===== config.mk =====
export PLATFORM = sky130hd
export DESIGN_NAME = calc_port_driver
export DESIGN_NICKNAME = d
export VERILOG_FILES = /design/src/rtl/calc_pkg.sv /design/src/rtl/calc_tag_table.sv /design/src/rtl/calc_port_driver.sv
export SDC_FILE = /design/constraint.sdc
export NUM_CORES = 1
export LEC_CHECK = 0
export CORE_ASPECT_RATIO = 1.25
export CORE_MARGIN = 4
export CORE_UTILIZATION = 50
export DETAILED_ROUTE_END_ITERATION = 12
export PLACE_DENSITY = 0.77
export REMOVE_ABC_BUFFERS = 1
export SKIP_LAST_GASP = 1
export SLEW_MARGIN = 20
export SYNTH_ARGS = -nofsm -noshare
export SYNTH_HDL_FRONTEND = slang
export SYNTH_HIERARCHICAL = 1
export SYNTH_SLANG_ARGS = --single-unit

===== constraint.sdc =====
create_clock -name c_clk -period 3.2 [get_ports c_clk]
set_input_delay 0.64 -clock c_clk [delete_from_list [all_inputs] [get_ports c_clk]]
set_output_delay 0.64 -clock c_clk [all_outputs]
set_load 0.05 [all_outputs]

===== src/rtl/calc_pkg.sv =====
// Shared types for the calc2 port driver: command/response encodings, tag and packet types.
package calc_pkg;

    localparam int TAG_SLOTS = 4;

    typedef enum logic [3:0] {
        CMD_NOP = 4'd0,
        CMD_ADD = 4'd1,
        CMD_SUB = 4'd2,
        CMD_SHL = 4'd5,
        CMD_SHR = 4'd6
    } cmd_e;

    typedef enum logic [1:0] {
        RESP_NONE   = 2'd0,
        RESP_OK     = 2'd1,
        RESP_ERR    = 2'd2,
        RESP_UNUSED = 2'd3
    } resp_e;

    typedef enum logic [1:0] {
        ST_IDLE,
        ST_SEND1,
        ST_SEND2
    } state_e;

    typedef logic [1:0] tag_t;

    // cmd is kept as raw bits so unlisted encodings still pass through untouched
    typedef struct packed {
        logic [3:0]  cmd;
        logic [31:0] op1;
        logic [31:0] op2;
    } pkt_t;

endpackage


===== src/rtl/calc_tag_table.sv =====
// Per-tag busy flags, stored packets and age timers, plus lowest-free and lowest-expired encoders.
module calc_tag_table
    import calc_pkg::*;
#(
    parameter int MAX_OUTST = 4,
    parameter int TIMEOUT   = 64
) (
    input  logic                 c_clk,
    input  logic                 reset,
    input  logic                 i_alloc,
    input  pkt_t                 i_allocPkt,
    input  logic                 i_free,
    input  tag_t                 i_freeTag,
    input  tag_t                 i_rdTag,
    output pkt_t                 o_rdPkt,
    output logic [TAG_SLOTS-1:0] o_busy,
    output logic                 o_freeValid,
    output tag_t                 o_freeTag,
    output logic                 o_expValid,
    output tag_t                 o_expTag
);

    localparam int TW = $clog2(TIMEOUT + 1);

    logic [TAG_SLOTS-1:0] r_busy;
    pkt_t                 r_pkt   [TAG_SLOTS];
    logic [TW-1:0]        r_timer [TAG_SLOTS];

    assign o_busy  = r_busy;
    assign o_rdPkt = r_pkt[i_rdTag];

    // Descending scans so the lowest qualifying index is the last one written
    always_comb begin
        o_freeValid = 1'b0;
        o_freeTag   = '0;
        o_expValid  = 1'b0;
        o_expTag    = '0;
        for (int i = TAG_SLOTS - 1; i >= 0; i--) begin
            if (i < MAX_OUTST && !r_busy[i]) begin
                o_freeValid = 1'b1;
                o_freeTag   = tag_t'(i);
            end
            if (r_busy[i] && r_timer[i] == TW'(TIMEOUT)) begin
                o_expValid = 1'b1;
                o_expTag   = tag_t'(i);
            end
        end
    end

    always_ff @(posedge c_clk or negedge reset) begin
        if (!reset) begin
            r_busy <= '0;
            for (int i = 0; i < TAG_SLOTS; i++) begin
                r_pkt[i]   <= '0;
                r_timer[i] <= '0;
            end
        end else begin
            for (int i = 0; i < TAG_SLOTS; i++) begin
                if (i_alloc && o_freeTag == tag_t'(i)) begin
                    r_busy[i]  <= 1'b1;
                    r_pkt[i]   <= i_allocPkt;
                    r_timer[i] <= '0;
                end else begin
                    if (i_free && i_freeTag == tag_t'(i)) begin
                        r_busy[i] <= 1'b0;
                    end
                    if (r_busy[i] && r_timer[i] != TW'(TIMEOUT)) begin
                        r_timer[i] <= r_timer[i] + 1'b1;
                    end
                end
            end
        end
    end

endmodule


===== src/rtl/calc_port_driver.sv =====
// Request driver for one calc2 port: tags packets, serialises them as two-beat requests,
// and turns tagged DUT responses or timeouts into one completion per packet.
module calc_port_driver
    import calc_pkg::*;
#(
    parameter int MAX_OUTST = 4,
    parameter int TIMEOUT   = 64
) (
    input  logic        c_clk,
    input  logic        reset,
    input  logic        in_valid,
    output logic        in_ready,
    input  logic [3:0]  in_cmd,
    input  logic [31:0] in_op1,
    input  logic [31:0] in_op2,
    output logic [3:0]  req_cmd_out,
    output logic [31:0] req_data_out,
    output logic [1:0]  req_tag_out,
    input  logic [1:0]  resp_in,
    input  logic [31:0] data_in,
    input  logic [1:0]  tag_in,
    output logic        cpl_valid,
    output logic [1:0]  cpl_tag,
    output logic [3:0]  cpl_cmd,
    output logic [31:0] cpl_op1,
    output logic [31:0] cpl_op2,
    output logic [1:0]  cpl_resp,
    output logic [31:0] cpl_data,
    output logic        cpl_timeout,
    output logic        err_unexp,
    output logic        err_timeout,
    output logic [2:0]  outstanding
);

    state_e               r_state, w_nextState;
    logic [3:0]           r_reqCmd, w_nextReqCmd;
    logic [31:0]          r_reqData, w_nextReqData;
    tag_t                 r_reqTag, w_nextReqTag;
    logic [31:0]          r_pendOp2;

    logic [TAG_SLOTS-1:0] w_busy;
    logic                 w_freeValid, w_expValid;
    tag_t                 w_allocTag, w_expTag, w_releaseTag;
    pkt_t                 w_allocPkt, w_rdPkt;
    logic                 w_accept, w_respValid, w_respUnexp, w_retire, w_release;

    logic                 r_cplValid, r_cplTimeout, r_errUnexp, r_errTimeout;
    tag_t                 r_cplTag;
    logic [1:0]           r_cplResp;
    logic [31:0]          r_cplData;
    pkt_t                 r_cplPkt;

    // Gating with reset keeps in_ready low while the block is held in reset
    assign in_ready   = reset && (r_state != ST_SEND1) && w_freeValid;
    assign w_accept   = in_valid && in_ready;
    assign w_allocPkt = '{cmd: in_cmd, op1: in_op1, op2: in_op2};

    // A real response always wins the single completion slot; expired tags wait their turn
    assign w_respValid  = (resp_in == RESP_OK || resp_in == RESP_ERR) && w_busy[tag_in];
    assign w_respUnexp  = (resp_in != RESP_NONE) && !w_respValid;
    assign w_retire     = !w_respValid && w_expValid;
    assign w_release    = w_respValid || w_retire;
    assign w_releaseTag = w_respValid ? tag_in : w_expTag;

    calc_tag_table #(
        .MAX_OUTST (MAX_OUTST),
        .TIMEOUT   (TIMEOUT)
    ) u_tagTable (
        .c_clk       (c_clk),
        .reset       (reset),
        .i_alloc     (w_accept),
        .i_allocPkt  (w_allocPkt),
        .i_free      (w_release),
        .i_freeTag   (w_releaseTag),
        .i_rdTag     (w_releaseTag),
        .o_rdPkt     (w_rdPkt),
        .o_busy      (w_busy),
        .o_freeValid (w_freeValid),
        .o_freeTag   (w_allocTag),
        .o_expValid  (w_expValid),
        .o_expTag    (w_expTag)
    );

    always_ff @(posedge c_clk or negedge reset) begin
        if (!reset) begin
            r_state   <= ST_IDLE;
            r_reqCmd  <= '0;
            r_reqData <= '0;
            r_reqTag  <= '0;
            r_pendOp2 <= '0;
        end else begin
            r_state   <= w_nextState;
            r_reqCmd  <= w_nextReqCmd;
            r_reqData <= w_nextReqData;
            r_reqTag  <= w_nextReqTag;
            if (w_accept) begin
                r_pendOp2 <= in_op2;
            end
        end
    end

    // An accept is only possible outside SEND1, so it can override IDLE and SEND2 alike
    always_comb begin
        w_nextState   = ST_IDLE;
        w_nextReqCmd  = '0;
        w_nextReqData = '0;
        w_nextReqTag  = '0;
        if (r_state == ST_SEND1) begin
            w_nextState   = ST_SEND2;
            w_nextReqData = r_pendOp2;
        end
        if (w_accept) begin
            w_nextState   = ST_SEND1;
            w_nextReqCmd  = in_cmd;
            w_nextReqData = in_op1;
            w_nextReqTag  = w_allocTag;
        end
    end

    always_ff @(posedge c_clk or negedge reset) begin
        if (!reset) begin
            r_cplValid   <= 1'b0;
            r_cplTag     <= '0;
            r_cplPkt     <= '0;
            r_cplResp    <= '0;
            r_cplData    <= '0;
            r_cplTimeout <= 1'b0;
            r_errUnexp   <= 1'b0;
            r_errTimeout <= 1'b0;
        end else begin
            r_cplValid <= w_release;
            if (w_release) begin
                r_cplTag     <= w_releaseTag;
                r_cplPkt     <= w_rdPkt;
                r_cplResp    <= w_respValid ? resp_in : 2'd0;
                r_cplData    <= w_respValid ? data_in : 32'd0;
                r_cplTimeout <= w_retire;
            end
            if (w_respUnexp) begin
                r_errUnexp <= 1'b1;
            end
            if (w_retire) begin
                r_errTimeout <= 1'b1;
            end
        end
    end

    always_comb begin
        outstanding = '0;
        for (int i = 0; i < TAG_SLOTS; i++) begin
            outstanding = outstanding + {2'b00, w_busy[i]};
        end
    end

    assign req_cmd_out  = r_reqCmd;
    assign req_data_out = r_reqData;
    assign req_tag_out  = r_reqTag;
    assign cpl_valid    = r_cplValid;
    assign cpl_tag      = r_cplTag;
    assign cpl_cmd      = r_cplPkt.cmd;
    assign cpl_op1      = r_cplPkt.op1;
    assign cpl_op2      = r_cplPkt.op2;
    assign cpl_resp     = r_cplResp;
    assign cpl_data     = r_cplData;
    assign cpl_timeout  = r_cplTimeout;
    assign err_unexp    = r_errUnexp;
    assign err_timeout  = r_errTimeout;

endmodule


Yosys cells after proc, flatten, opt, wreduce, memory -nomap -nowiden
Index checks and enable logic that the tools add are counted.
Widths: inputs -> output; s select.
{"block": "totals", "in_bits": 107, "ram_bits": 0, "reg_bits": 484, "output_inout_bits": 150, "rom_bits": 0, "latchBits": 0, "mem_count": 0}
{"block": "op_classes", "bitwise_logic": 1, "reduce_logical": 36, "add_sub_neg": 7, "multipliers": 0, "div_mod_pow": 0, "n_shift": 0, "muxes": 46, "n_eq_ne": 18, "magnitude_cmp": 2}
{"cell": "$bmux 68 s2", "count": 1}
{"cell": "$mux 68", "count": 2}
{"cell": "$mux 32", "count": 3}
{"cell": "$mux 7", "count": 8}
{"cell": "$add 7x1->7 const B", "count": 4}
{"cell": "$eq 7x7->1 const B", "count": 4}
{"cell": "$ne 7x7->1 const B", "count": 4}
{"cell": "$mux 2", "count": 13}
{"cell": "$logic_and 1x1->1", "count": 22}
{"cell": "$reduce_bool 2->1", "count": 9}
{"cell": "$mux 1", "count": 17}
{"cell": "$eq 2x2->1 const B", "count": 5}
{"cell": "$eq 2x1->1 const B", "count": 4}
{"cell": "$logic_not 2->1", "count": 2}
{"cell": "$mux 4", "count": 1}
{"cell": "$add 2x1->3", "count": 1}
{"cell": "$add 3x1->3", "count": 1}
{"cell": "$ge 3x3->1 const B", "count": 1}
{"cell": "$lt 2x3->1 const B", "count": 1}
{"cell": "$not 2->3", "count": 1}
{"cell": "$add 1x1->2", "count": 1}
{"cell": "$bmux 1 s2", "count": 1}
{"cell": "$logic_or 1x1->1", "count": 2}
{"cell": "$ne 2x1->1 const B", "count": 1}
{"cell": "$logic_not 1->1", "count": 1}

Depth between registers and ports, before layout
{"block": "logic_depth", "depth_word": 11, "depth_mapped": 12}

Cells and area by module
The synthesis kept the hierarchy.
{"mod": "calc_tag_table", "area_each_um2": 13405.4, "seq_area_each_um2": 7607.3, "cells_each": 987, "n_inst": 1}
{"mod": "calc_port_driver", "area_each_um2": 6962.9, "seq_area_each_um2": 4504.3, "cells_each": 446, "n_inst": 1}

Worst setup path before layout
Ideal clock, no wire load.
{"block": "synth_path", "kind": "input to register", "startpoint": "input resp_in[0]", "endpoint": "register r_cplPkt (netlist bit cpl_cmd[0])", "setup_time_ns": 0.128, "cell_stages": 11, "setup_slack_ns": -0.089, "t_arrival_ns": 3.162, "path_cell_list": "inv_1 -> ha_1 -> and2_1 -> a22oi_1 -> buf_2 -> mux2_2 -> clkbuf_1 -> buf_2 -> clkbuf_1 -> mux4_2 -> mux2_1"}
{"element": "start: declaration", "line_no": "calc_port_driver.sv:19", "text": "input logic [1:0] resp_in,"}
{"element": "end signal: assignment", "line_no": "calc_port_driver.sv:134", "text": "r_cplPkt <= w_rdPkt;"}
{"element": "end: declaration", "line_no": "calc_port_driver.sv:51", "text": "pkt_t r_cplPkt;"}

==> qor.yml <==
outcome: "complete, no violations"
critPathMaxFanout: 8
grt_pass1_vias: 13680
antenna_found_initial: 1
rrSetupSlack_ns: 0.12
yosysMostFrequentCell: "dfrtp_1"
dp_slack_ns: -0.05784
syn_avg_cell_area_sq_um: 14.21
die_y_um: 233.7
fin_cells: 2290
crit_required_ns: 3.64
skew_ns: 0.01433
cts_tree: "built"
period_needed_ns: 3.079
ys_seq_area_share_pct: 59.46
rsz0062_at_grt: "no"
drive_above_1_share_pct: 32.24
drt_first_iter_violations: 689
rows: 82
cp-endpoint: "cpl_op1[28]"
drc_errors: 0
hp-class: "input port to asynchronous set/reset pin"
synthTopCellsByArea: "dfrtp_1, mux2_2, mux4_2, nand2_1, a22o_1"
clk_latency_ns: 0.56
fin_ws_ns: 0.1213
rr_endpoint: "cpl_op1[28]"
htree_levels: 2
yosys_warnings: 6
met2_length_mm: 24.60
routed_wl_mm: 48.07
synth-edff-count: 0
met1_length_mm: 19.39
synth_top_area_share_pct: 59.46
fin_crit_sh_pct: 96.21
cp-end-kind: "register"
rr_worst_depth: 11
portBuffers: 256
synthTopCellsByCount: "dfrtp_1, mux2_2, nand2_1"
die_w_um: 188.5
max-slew-margin-rel_pct: 35.28
hold_slack_ns: 0.1085
syn2layout_area_growth_pct: 26.02
gp_congestion: 0.7808
hold_viol: 0
fp.dieArea_sq_mm: 0.04405
critPathArrivalTime_ns: 3.51
start_kind: "register"
startpoint: "u_tagTable/r_timer[1]"
holdBufCountCts: 0
ys_async_sr_fraction_pct: 100.0
numCtsBuffers: 47
ctsLongestPathBuffers: 3
core_sq_mm: 0.04022
tns_ns: 0
grt-ovfl-total: 0
cts_root_buffer: "clkbuf_16"
setup_viol: 0
clock.fmax_ghz: 0.3248
highest_layer: "met4"
path_clk_slew_ns: 0.06
postRouteAntennaNets: 0
synth.distinct_cells: 48
drv_cap: 0
post_dp_cell_area_sq_mm: 0.02379
ys_ff_latch: 484
crit_type: "register to register"
hpwl_mm: 29.32
io_pins: 257
netlist_area_sq_mm: 0.02037
fin_nets: 1824
grt_max_degree: 171
grt.total_usage_pct: 21.54
synth_top_flop_cell: "dfrtp_1"
fill_cells: 2938
slew_viol_final: 0
vias: 12580
p_leak_uw: 0.01124
dpl.cell_count: 2188
wl_met3_mm: 2.803
synth_top_area_cell: "dfrtp_1"
wl_per_cell_um: 20.99
start_util_pct: 50.64
via_per_inst: 5.493
grt_pass1_wl_mm: 75.82
first_pass_iters: 5
r2r_start: "u_tagTable/r_timer[1]"
clock_sinks: 484
vdd_drop_max_mv: 0.6591
finalInstanceArea_sq_mm: 0.02567
worstMarginPinSlew_ns: 0.9708
p_per_area_mw_per_mm2: 1066
synthCells: 1433
[metal layers]
metal  track usage (%)  vias to the layer above
met5                 0                        -
met4             6.173                        0
met3             4.066                       67
met2             38.69                      352
met1             26.77                     6571
li1                  -                     5590
[cells by family after synthesis]
| kind of cell | count (synthesis) | synth area share, % |
|---|---|---|
| muxes | 416 | 26.75 |
| DFF | 484 | 59.46 |
| adders and majority gates | 12 | 0.7740 |
| AOI/OAI and AO/OA | 78 | 2.887 |
| buffers and inverters | 106 | 2.549 |
| and+or+nand+nor | 326 | 7.107 |
| xor gates and xnor gates | 11 | 0.4730 |
[state kept, by name, indices dropped and copies added, names as in the netlist, 4 cells and up]
register,flops
u_tagTable/r_pkt,272
cpl_data,32
cpl_op1,32
cpl_op2,32
r_pendOp2,32
req_data_out,32
u_tagTable/r_timer,28
cpl_cmd,4
req_cmd_out,4
u_tagTable/o_busy,4
[worst min path at each step]
stage	endpoint	cells after the start
2_1_floorplan	cpl_cmd[0]	0
3_3_place_gp	err_timeout	1
3_5_place_dp	err_timeout	1
4_1_cts	u_tagTable/r_pkt[198]	2
5_1_grt	u_tagTable/r_pkt[198]	2
6_report	u_tagTable/r_pkt[198]	2
[cell usage in the layout, fill, tap and decap left out, types with 3 or more instances in the layout]
cell | synthesis | final
a21o_1 | 5 | 5
a21oi_1 | 12 | 10
a22o_1 | 34 | 33
and2_1 | 7 | 7
buf_12 | 0 | 21
buf_4 | 17 | 25
bufinv_16 | 0 | 5
clkbuf_1 | 37 | 4
clkbuf_16 | 0 | 51
clkbuf_8 | 0 | 8
clkdlybuf4s50_1 | 0 | 251
clkinv_2 | 0 | 13
clkinvlp_4 | 0 | 6
dfrtp_1 | 484 | 482
ha_1 | 11 | 11
inv_1 | 21 | 20
mux2_1 | 9 | 7
mux2_2 | 333 | 331
mux2_4 | 1 | 5
mux2i_1 | 5 | 5
mux4_2 | 68 | 68
nand2_1 | 222 | 222
nand2b_1 | 3 | 3
nand3_1 | 8 | 7
nand4_1 | 11 | 11
nor2_1 | 19 | 17
nor2_4 | 0 | 3
nor2b_1 | 35 | 34
o21ai_0 | 12 | 12
o31ai_1 | 3 | 3
or3_1 | 7 | 7
xor2_1 | 10 | 10
[power by group]
| part | internal [uW] | switching [uW] | total (uW) |
|---|---|---|---|
| combinational | 5310 | 5890 | 11200 |
| sequential | 8860 | 1630 | 10500 |
| clock | 3310 | 2380 | 5700 |
| total | 17500 | 9900 | 27400 |
[what timing repair did]
action,CTS,global route
resized for setup,1,13
pin swaps,0,3
endpoints found under the setup margin,13,68
gates cloned,0,6
buffers inserted,0,8
[critical path: stages, from the launching register on]
cell,delay (ns)
dfrtp_1,0.38
inv_2,0.06
ha_1,0.13
or4b_4,0.47
nor3b_4,0.20
a32oi_1,0.13
a21oi_2,0.26
a22o_4,0.22
buf_12,0.14
buf_12,0.16
mux4_2,0.50
mux2_1,0.29
[stage by stage]
step	power, uW	utilization (%)
global route	28790	63.82
floorplan	17790	-
finish	27370	63.82
global placement	21140	59.15
detailed placement	21600	59.15
CTS	27420	63.17
[cell type report]
| type | instances | area [sq um] | area share (%) |
|---|---|---|---|
| Antenna cell | 1 | 2.502 | 0.009749 |
| Tap cell | 546 | 683.2 | 2.661 |
| Inverter | 21 | 78.83 | 0.3071 |
| Clock inverter | 28 | 306.5 | 1.194 |
| Multi-Input combinational cell | 844 | 7854 | 30.60 |
| Sequential cell | 484 | 12110 | 47.19 |
| Timing Repair Buffer | 307 | 3328 | 12.97 |
| Clock buffer | 59 | 1301 | 5.069 |
No activity file was read; power rests on OpenSTA's default activity.
